### src/rtl/weight_pkg.sv
// Types shared by the weight memory write-side and read-side sequencers.
package weight_pkg;

   localparam int IDX_W_DEF = 16;

   typedef enum logic [1:0] {
      IDLE  = 2'd0,
      LOAD  = 2'd1,
      FLUSH = 2'd2
   } wl_state_t;

   typedef struct packed {
      logic [IDX_W_DEF-1:0] idx_in;
      logic [IDX_W_DEF-1:0] idx_out;
      logic [IDX_W_DEF-1:0] k_y;
      logic [IDX_W_DEF-1:0] k_x;
   } idx_tuple_t;

endpackage

### src/rtl/weight_loader_if.sv
// Weight stream in / weight memory write port out, plus start/busy/done control.
interface weight_loader_if import weight_pkg::*; #(
   parameter int DATA_SIZE = 64,
   parameter int IDX_W     = IDX_W_DEF
);
   logic                 start;
   logic                 s_valid;
   logic                 s_ready;
   logic [DATA_SIZE-1:0] s_data;
   logic                 write;
   logic [IDX_W-1:0]     index_in;
   logic [IDX_W-1:0]     index_out;
   logic [IDX_W-1:0]     index_k_y;
   logic [IDX_W-1:0]     index_k_x;
   logic [DATA_SIZE-1:0] in_data;
   logic                 busy;
   logic                 done;

   modport master (
      output start, s_valid, s_data,
      input  s_ready, write, index_in, index_out, index_k_y, index_k_x,
             in_data, busy, done
   );

   modport slave (
      input  start, s_valid, s_data,
      output s_ready, write, index_in, index_out, index_k_y, index_k_x,
             in_data, busy, done
   );
endinterface

### src/rtl/idx_counter4.sv
// Four-level wrapping index counter (k_x fastest, then k_y, out, in); clear beats inc.
// o_all_max flags the final tuple so the owner can stop before the counter wraps.
module idx_counter4 import weight_pkg::*; #(
   parameter int IDX_W = IDX_W_DEF,
   parameter int MAX_X = 0,
   parameter int MAX_Y = 0,
   parameter int MAX_O = 0,
   parameter int MAX_I = 0
) (
   input  logic             clk,
   input  logic             rst_n,
   input  logic             i_clear,
   input  logic             i_inc,
   output logic [IDX_W-1:0] o_k_x,
   output logic [IDX_W-1:0] o_k_y,
   output logic [IDX_W-1:0] o_out,
   output logic [IDX_W-1:0] o_in,
   output logic             o_all_max
);
   localparam logic [IDX_W-1:0] L_MX  = IDX_W'(MAX_X);
   localparam logic [IDX_W-1:0] L_MY  = IDX_W'(MAX_Y);
   localparam logic [IDX_W-1:0] L_MO  = IDX_W'(MAX_O);
   localparam logic [IDX_W-1:0] L_MI  = IDX_W'(MAX_I);
   localparam logic [IDX_W-1:0] L_ONE = IDX_W'(1);

   logic [IDX_W-1:0] r_x, r_y, r_o, r_i;
   logic             w_x_max, w_y_max, w_o_max, w_i_max;

   assign w_x_max = (r_x == L_MX);
   assign w_y_max = (r_y == L_MY);
   assign w_o_max = (r_o == L_MO);
   assign w_i_max = (r_i == L_MI);

   always_ff @(posedge clk or negedge rst_n) begin
      if (!rst_n) begin
         r_x <= '0;
         r_y <= '0;
         r_o <= '0;
         r_i <= '0;
      end else if (i_clear) begin
         r_x <= '0;
         r_y <= '0;
         r_o <= '0;
         r_i <= '0;
      end else if (i_inc) begin
         // Each level advances only when every faster level wraps this beat.
         r_x <= w_x_max ? '0 : r_x + L_ONE;
         if (w_x_max)
            r_y <= w_y_max ? '0 : r_y + L_ONE;
         if (w_x_max && w_y_max)
            r_o <= w_o_max ? '0 : r_o + L_ONE;
         if (w_x_max && w_y_max && w_o_max)
            r_i <= w_i_max ? '0 : r_i + L_ONE;
      end
   end

   assign o_k_x     = r_x;
   assign o_k_y     = r_y;
   assign o_out     = r_o;
   assign o_in      = r_i;
   assign o_all_max = w_x_max & w_y_max & w_o_max & w_i_max;
endmodule

### src/rtl/weight_loader.sv
// Weight memory write sequencer: one registered write per accepted beat, 1-cycle latency.
// s_ready is high only in LOAD and drops on the edge that accepts the last beat.
module weight_loader import weight_pkg::*; #(
   parameter int NUM_INPUTS  = 1,
   parameter int NUM_OUTPUTS = 1,
   parameter int DIM         = 1,
   parameter int DATA_SIZE   = 64,
   parameter int IDX_W       = IDX_W_DEF
) (
   input  logic            clk,
   input  logic            rst_n,
   weight_loader_if.slave  bus
);
   wl_state_t            r_state, w_next;
   logic                 w_accept, w_clear, w_all_max;
   logic [IDX_W-1:0]     w_cx, w_cy, w_co, w_ci;
   logic                 r_write;
   logic [IDX_W-1:0]     r_idx_in, r_idx_out, r_idx_ky, r_idx_kx;
   logic [DATA_SIZE-1:0] r_in_data;

   assign w_accept = (r_state == LOAD) & bus.s_valid;
   assign w_clear  = (r_state == IDLE) & bus.start;

   idx_counter4 #(
      .IDX_W (IDX_W),
      .MAX_X (DIM - 1),
      .MAX_Y (DIM - 1),
      .MAX_O (NUM_OUTPUTS - 1),
      .MAX_I (NUM_INPUTS - 1)
   ) u_cnt (
      .clk       (clk),
      .rst_n     (rst_n),
      .i_clear   (w_clear),
      .i_inc     (w_accept),
      .o_k_x     (w_cx),
      .o_k_y     (w_cy),
      .o_out     (w_co),
      .o_in      (w_ci),
      .o_all_max (w_all_max)
   );

   always_ff @(posedge clk or negedge rst_n) begin
      if (!rst_n) r_state <= IDLE;
      else        r_state <= w_next;
   end

   always_comb begin
      w_next      = r_state;
      bus.s_ready = 1'b0;
      bus.busy    = 1'b0;
      bus.done    = 1'b0;
      case (r_state)
         IDLE: begin
            if (bus.start) w_next = LOAD;
         end
         LOAD: begin
            bus.s_ready = 1'b1;
            bus.busy    = 1'b1;
            if (w_accept && w_all_max) w_next = FLUSH;
         end
         FLUSH: begin
            // The last write is on the port during this cycle.
            bus.busy = 1'b1;
            bus.done = 1'b1;
            w_next   = IDLE;
         end
         default: w_next = IDLE;
      endcase
   end

   always_ff @(posedge clk or negedge rst_n) begin
      if (!rst_n) begin
         r_write   <= 1'b0;
         r_idx_in  <= '0;
         r_idx_out <= '0;
         r_idx_ky  <= '0;
         r_idx_kx  <= '0;
         r_in_data <= '0;
      end else begin
         r_write <= w_accept;
         if (w_accept) begin
            r_idx_in  <= w_ci;
            r_idx_out <= w_co;
            r_idx_ky  <= w_cy;
            r_idx_kx  <= w_cx;
            r_in_data <= bus.s_data;
         end
      end
   end

   assign bus.write     = r_write;
   assign bus.index_in  = r_idx_in;
   assign bus.index_out = r_idx_out;
   assign bus.index_k_y = r_idx_ky;
   assign bus.index_k_x = r_idx_kx;
   assign bus.in_data   = r_in_data;
endmodule

### src/flat_wrapper.sv
// flat-port wrapper written by rule: the top's interface ports become plain ports
module weight_loader_flat import weight_pkg::*;
#(
   parameter int NUM_INPUTS  = 1,
   parameter int NUM_OUTPUTS = 1,
   parameter int DIM         = 1,
   parameter int DATA_SIZE   = 64,
   parameter int IDX_W       = IDX_W_DEF
)
  (clk, rst_n, bus_start, bus_s_valid, bus_s_data, bus_s_ready, bus_write, bus_index_in, bus_index_out, bus_index_k_y, bus_index_k_x, bus_in_data, bus_busy, bus_done);
  weight_loader_if #(.DATA_SIZE(DATA_SIZE), .IDX_W(IDX_W)) bus_i ();
  input  logic clk;
  input  logic rst_n;
  input wire logic [$bits(bus_i.start)-1:0] bus_start;
  input wire logic [$bits(bus_i.s_valid)-1:0] bus_s_valid;
  input wire logic [$bits(bus_i.s_data)-1:0] bus_s_data;
  output wire logic [$bits(bus_i.s_ready)-1:0] bus_s_ready;
  output wire logic [$bits(bus_i.write)-1:0] bus_write;
  output wire logic [$bits(bus_i.index_in)-1:0] bus_index_in;
  output wire logic [$bits(bus_i.index_out)-1:0] bus_index_out;
  output wire logic [$bits(bus_i.index_k_y)-1:0] bus_index_k_y;
  output wire logic [$bits(bus_i.index_k_x)-1:0] bus_index_k_x;
  output wire logic [$bits(bus_i.in_data)-1:0] bus_in_data;
  output wire logic [$bits(bus_i.busy)-1:0] bus_busy;
  output wire logic [$bits(bus_i.done)-1:0] bus_done;
  assign bus_i.start = bus_start;
  assign bus_i.s_valid = bus_s_valid;
  assign bus_i.s_data = bus_s_data;
  assign bus_s_ready = bus_i.s_ready;
  assign bus_write = bus_i.write;
  assign bus_index_in = bus_i.index_in;
  assign bus_index_out = bus_i.index_out;
  assign bus_index_k_y = bus_i.index_k_y;
  assign bus_index_k_x = bus_i.index_k_x;
  assign bus_in_data = bus_i.in_data;
  assign bus_busy = bus_i.busy;
  assign bus_done = bus_i.done;
  weight_loader #(.NUM_INPUTS(NUM_INPUTS), .NUM_OUTPUTS(NUM_OUTPUTS), .DIM(DIM), .DATA_SIZE(DATA_SIZE), .IDX_W(IDX_W)) u_core (.clk(clk), .rst_n(rst_n), .bus(bus_i));
endmodule
### config.mk
export PLATFORM = sky130hd
export DESIGN_NAME = weight_loader_flat
export DESIGN_NICKNAME = d
export VERILOG_FILES = /design/src/rtl/weight_pkg.sv /design/src/rtl/weight_loader_if.sv /design/src/rtl/idx_counter4.sv /design/src/rtl/weight_loader.sv /design/src/flat_wrapper.sv
export SDC_FILE = /design/constraint.sdc
export NUM_CORES = 1
export LEC_CHECK = 0
export BUFFER_PORTS_ARGS = -buffer_cell sky130_fd_sc_hd__buf_2
export CAP_MARGIN = 20
export CORE_AREA = 5 5 141 143
export CTS_CLUSTER_DIAMETER = 150
export CTS_CLUSTER_SIZE = 40
export DETAILED_ROUTE_END_ITERATION = 7
export DIE_AREA = 0 0 146 148
export GPL_ROUTABILITY_DRIVEN = 0
export PLACE_DENSITY_LB_ADDON = 0.25
export SETUP_SLACK_MARGIN = 0.5
export SYNTH_ARGS = -nofsm -noshare
export SYNTH_HDL_FRONTEND = slang
export SYNTH_HIERARCHICAL = 1
export SYNTH_SLANG_ARGS = --single-unit
### constraint.sdc
create_clock -name clk -period 4.7 [get_ports clk]
set_input_delay 0.47 -clock clk [delete_from_list [all_inputs] [get_ports clk]]
set_output_delay 0.47 -clock clk [all_outputs]
set_load 0.01 [all_outputs]
======== Word level (Yosys, flattened, before mapping) ========
Index checks and enable logic that the tools add are counted.
storage, ports and cells
  register bits after elaboration ......... 195
  bits of input ports ..................... 68
  output and inout bits ................... 132
  logic and storage cells ................. 62
cells by class
  $add $sub $neg .......................... 4
  eq/ne operators ......................... 4
  multiplexer cells ....................... 21
  bitwise logic cells ..................... 5
  reduce and logical (&&, ||, !) cells .... 17
operators by type and width
  cell                                                             count
  16-bit two-way mux                                               15
  16-bit by 1-bit adder with 16-bit output, second input constant  4
  16-bit logical NOT                                               4
  2-bit AND reduction                                              4
  2-bit nonzero test                                               4
  1-bit bitwise AND                                                5
  2-bit two-way mux                                                2
  2-bit inequality test, second input constant                     2
  2-bit case mux with 2 select lines                               1
  1-bit logical AND                                                3
  1-bit two-way mux                                                3
  2-bit by 1-bit == test with 1-bit output, second input constant  1
  2-bit == test, second input constant                             1
  2-bit logical NOT                                                1
  2-bit OR reduction                                               1

======== Depth between registers and ports, before layout ========
  depth in word-level cells ............... 7
  depth in mapped cells ................... 14

======== Modules after synthesis ========
Netlist, hierarchy kept.
by module, submodules not included
  module         times used  cells each  area an instance (sq um)
  weight_loader  1           287         5372.7
  idx_counter4   1           407         3704.8

======== Least setup slack after synthesis ========
Ideal clock, no wire load.
  path type ............................... flip-flop to flip-flop
  start ................................... reg u_core.r_state[1]
  end ..................................... reg u_core.u_cnt.r_o[3], in the netlist u_core/u_cnt/o_out[3]
  library setup time ...................... 0.080 ns
  arrival time ............................ 2.493 ns
  data required time ...................... 4.620 ns
  setup slack ............................. 2.127 ns
  stages on the path, launching flop included .. 13
  clock period less this slack ............ 2.573 ns
  path through ............................ dfrtp_1 inv_1 ha_1 and2_4 buf_6 buf_6 buf_2 nor4bb_1 and4_1 buf_4 o21ai_2 or4_4 o211ai_2
between the ends
  longest elaborated chain between the ends .. 4
  elaborated cells on any way between the ends .. 8
  classes of those cells .................. eq/ne (1); mux (1); bitwise (2); reduce/logical (4)
ends and longest elaborated chain
  item                                      line                 RTL
  start: declaration                        weight_loader.sv:14  wl_state_t r_state, w_next;
  start signal: assignment                  weight_loader.sv:44  else r_state <= w_next;
  2-bit by 1-bit == test with 1-bit output  weight_loader.sv:21  assign w_accept = (r_state == LOAD) & bus.s_valid;
  1-bit bitwise AND                         weight_loader.sv:21
  via u_core.w_accept                       weight_loader.sv:15  logic w_accept, w_clear, w_all_max;
  2-bit nonzero test (no line)              --
  2-bit AND reduction (no line)             --
  end signal: assignment                    idx_counter4.sv:51   r_o <= w_o_max ? '0 : r_o + L_ONE;
  end: declaration                          idx_counter4.sv:26   logic [IDX_W-1:0] r_x, r_y, r_o, r_i;
The timed path passes the listed nets, and every way through them passes these cells.
A chain may end at the register's enable or synchronous reset.

======== Worst setup path after layout ========
  start ................................... reg u_core.r_state[1]
  end ..................................... reg u_core.u_cnt.r_i[6], in the netlist u_core/u_cnt/o_in[6]
between the ends
  longest elaborated chain between the ends .. 4
  elaborated cells on any way between the ends .. 8
  classes of those cells .................. eq/ne (1); mux (1); bitwise (2); reduce/logical (4)
ends and longest elaborated chain
  item                                                                                  line                                      RTL
  2-bit by 1-bit == test with 1-bit output / 2-bit logical NOT (equally long branches)  weight_loader.sv:21, weight_loader.sv:22
  1-bit bitwise AND, on equally long branches                                           weight_loader.sv:21, weight_loader.sv:22
  2-bit nonzero test (no line)                                                          --
  2-bit AND reduction (no line)                                                         --
  end signal: assignment                                                                idx_counter4.sv:53                        r_i <= w_i_max ? '0 : r_i + L_ONE;
  end: declaration                                                                      idx_counter4.sv:26
Several ways; a longest one is shown, not always the timed one.

==> summary.md <==
| Metric | Value |
|---|---|
| Status | `complete, no violations` |
| RSZ-0062 raised after global routing | `false` |
| Tot Pwr | `5.32 mW` |
| H-tree levels | `4` |
| Period utilization | `0.655` |
| Crit path largest cell delay | `0.64 ns` |
| Setup TNS | `0 ns` |
| Sequential power share | `0.410` |
| Postcts setup bufs | `0` |
| # diodes | `0` |
| Final Slew Violations | `0` |
| Fin nets | `966` |
| Max clock buf depth | `2` |
| Vias in the first global route | `5908` |
| Clock-pin slew on the worst setup and hold paths | `0.07 ns` |
| Die Area | `21600 sq um` |
| Worst Path Buf+Inv | `1` |
| CTS tree | `done` |
| # port buffers | `199` |
| Setup Viol. Count Final | `0` |
| Worst-path fanout max | `19` |
| First-pass GRT wire length | `32.0 mm` |
| Switching share of power | `0.315` |
| Hold_buf cts | `0` |
| Vias | `6070` |
| Critical path cell sequence | `inv_1, ha_1, and2_4, nor4bb_1, and4_1, or2_1, nand2_4, o41ai_1` |
| Post-Syn Area | `9080 sq um` |
| Root Driver | `clkbuf_16` |
| Actual slew at the worst max-slew pin | `1.02 ns` |
| Layout Skew | `0.0119 ns` |
| Post-synth EDFFs | `0` |
| GRT overflow | `0` |
| Initial antenna violation count | `0` |
| P_leak | `5.26 nW` |
| Fraction of registers with async set or reset after synthesis | `1.00` |
| Yosys cell types | `52` |
| Required time of the critical path | `5.02 ns` |
| Die X | `146 um` |
| Floorplan core area | `18500 sq um` |
| Worst-Skew Late Latency | `0.43 ns` |
| Wirelength per Cell | `17.4 um` |
| Synthesized netlist net count | `775` |
| Commonest non-fill, non-tap cells in the layout | `buf_2 (198), dfrtp_1 (195), mux2_4 (101)` |
| Area Growth Syn to Fin | `18.1%` |
| CP top delay family | `simple AND/OR/NAND/NOR gates` |
| CTS Buf Count | `17` |
| Internal power | `3.65 mW` |
| Die Ht | `148 um` |
| Switching pwr | `1.68 mW` |
| Crit Path Category | `reg2reg` |
| Clock sinks | `195` |
| Maximum vdd ir drop | `0.258 mV` |
| Via-to-Cell Ratio | `5.36` |
| DRT iter0 DRCs | `312` |
| Commonest non-fill, non-tap cell in the layout | `buf_2` |
| IO Pins | `200` |
| Num rows | `50` |
| PwrDens | `496 nW/um^2` |
| Number of fill cells | `1555` |
| DRT Wirelength | `19.7 mm` |
| #FFs+latches synth | `195` |
| DRC | `0` |
| Mean Syn Cell Area | `13.1 sq um` |
| Synth Warn # | `6` |
| Min Tclk post-route | `3.08 ns` |
| Mapped Cells | `694` |
| Post-CTS sizing | `0` |
| Initial core utilization | `0.492` |
| CP Launch Type | `flop` |
| Largest net degree at the start of global routing | `138` |
| Main synth FF type | `dfrtp_1` |
| First-pass DRT Iterations | `4` |
| Worst hold path class | `in2async` |
| Total track usage | `0.181` |
| Routed Antenna Nets | `0` |
| FMAX | `325 MHz` |
| Share of cells above drive strength 1 | `0.431` |
| Crit-path slowest cell | `or2_1` |
| Post-DP HPWL | `13.4 mm` |
| Final Hold Viols | `0` |
| Register area share after synthesis | `0.538` |
| Power share of the clock group | `0.266` |
| CP Data Arrival Time | `3.40 ns` |
| Max-Cap Viols | `0` |
| CP Capture Type | `flop` |
| Slew margin rel. | `0.322` |
| Combinational power share | `0.324` |
through the flow:
stage | hold WS (ns) | cells | instance area, sq um | worst slack (ns) | utilization
after CTS | 0.230 | 1132 | 10700 | 1.57 | 0.581
after global routing | 0.249 | 1132 | 10700 | 1.32 | 0.581
after detailed placement | 0.486 | 1100 | 10100 | 1.62 | 0.550
after floorplan | 0.174 | 694 | 9080 | 2.13 | -
final | 0.185 | 1132 | 10700 | 1.62 | 0.581
after global placement | 0.486 | 1100 | 10100 | 1.71 | 0.550
flip-flops by register name, indices dropped and copies added (netlist names):
register              cells
u_core/u_cnt/o_in        16
u_core/bus.in_data       64
u_core/u_cnt/o_k_x       16
u_core/u_cnt/o_out       16
u_core/bus.index_out     16
u_core/bus.index_k_x     16
u_core/u_cnt/o_k_y       16
u_core/bus.index_in      16
u_core/bus.index_k_y     16
u_core/bus.write          1
u_core/r_state            2
final cells by class:
type | count | area (sq um) | share of cell area
Sequential cell | 195 | 4880 | 0.455
Clock buffer | 19 | 453 | 0.0422
Tap cell | 234 | 293 | 0.0273
Inverter | 19 | 71.3 | 0.00665
Multi-Input combinational cell | 450 | 3860 | 0.360
Clock inverter | 13 | 125 | 0.0117
Timing Repair Buffer | 202 | 1040 | 0.0970
synth_stat cells (13+ instances only):
master   instances  area, sq um
nor4_1          14         87.6
nor2_1          44          165
nand3_1         21          105
xor2_1          17          149
o21ai_1         25          125
dfrtp_1        195         4880
mux2_2          29          327
o21ai_0         21          105
nand2_1         38          143
nand4_1         16          100
mux2_4         101         1520
ha_1            13          163
buf_6           18          203
inv_1           19         71.3
power by group through the flow:
stage	sequential [mW]	combinational, mW	clock, mW
finish	2.18	1.73	1.41
global placement	2.19	1.72	0
detailed placement	2.21	1.73	0
floorplan	2.35	1.09	0
CTS	2.18	1.75	1.45
global route	2.23	1.86	1.52
layer usage:
layer | track usage | part of all wire
met1 | 0.261 | 0.48
met2 | 0.274 | 0.45
met3 | 0.0515 | 0.063
met4 | 0.0409 | 0.0077
met5 | 0 | 0
path summary, 6_finish.rpt:
path                                         start                 endpoint  slack (ns)  cells after the start
min                                          rst_n  u_core/bus.index_in[15]        0.19                      1
max reg2reg                      u_core/r_state[1]     u_core/u_cnt/o_in[6]        1.62                      8
min in group clk                    bus_s_data[47]   u_core/bus.in_data[47]        0.26                      2
max in group asynchronous                    rst_n    u_core/u_cnt/o_k_y[3]        3.43                      2
min reg2reg                u_core/bus.index_in[11]  u_core/bus.index_in[11]        0.50                      1
max                              u_core/r_state[1]     u_core/u_cnt/o_in[6]        1.62                      8
cells by family (layout without fill, tap and decap cells):
group,Yosys count,after routing,synth area share
buffers and inverters,49,253,0.0369
xor gates and xnor gates,21,21,0.0203
DFF,195,195,0.538
AOI/OAI and AO/OA,100,100,0.0740
and+or+nand+nor,185,185,0.109
muxes,131,131,0.204
adders and majority gates,13,13,0.0179
worst reg2reg max path, stage by stage, from the launching register on:
cell and delay [ns]:
dfrtp_1 0.40, inv_1 0.12, ha_1 0.20, and2_4 0.18
nor4bb_1 0.19, and4_1 0.59, or2_1 0.65, nand2_4 0.27
o41ai_1 0.37
Note: power is estimated with default switching activity, not from simulation.
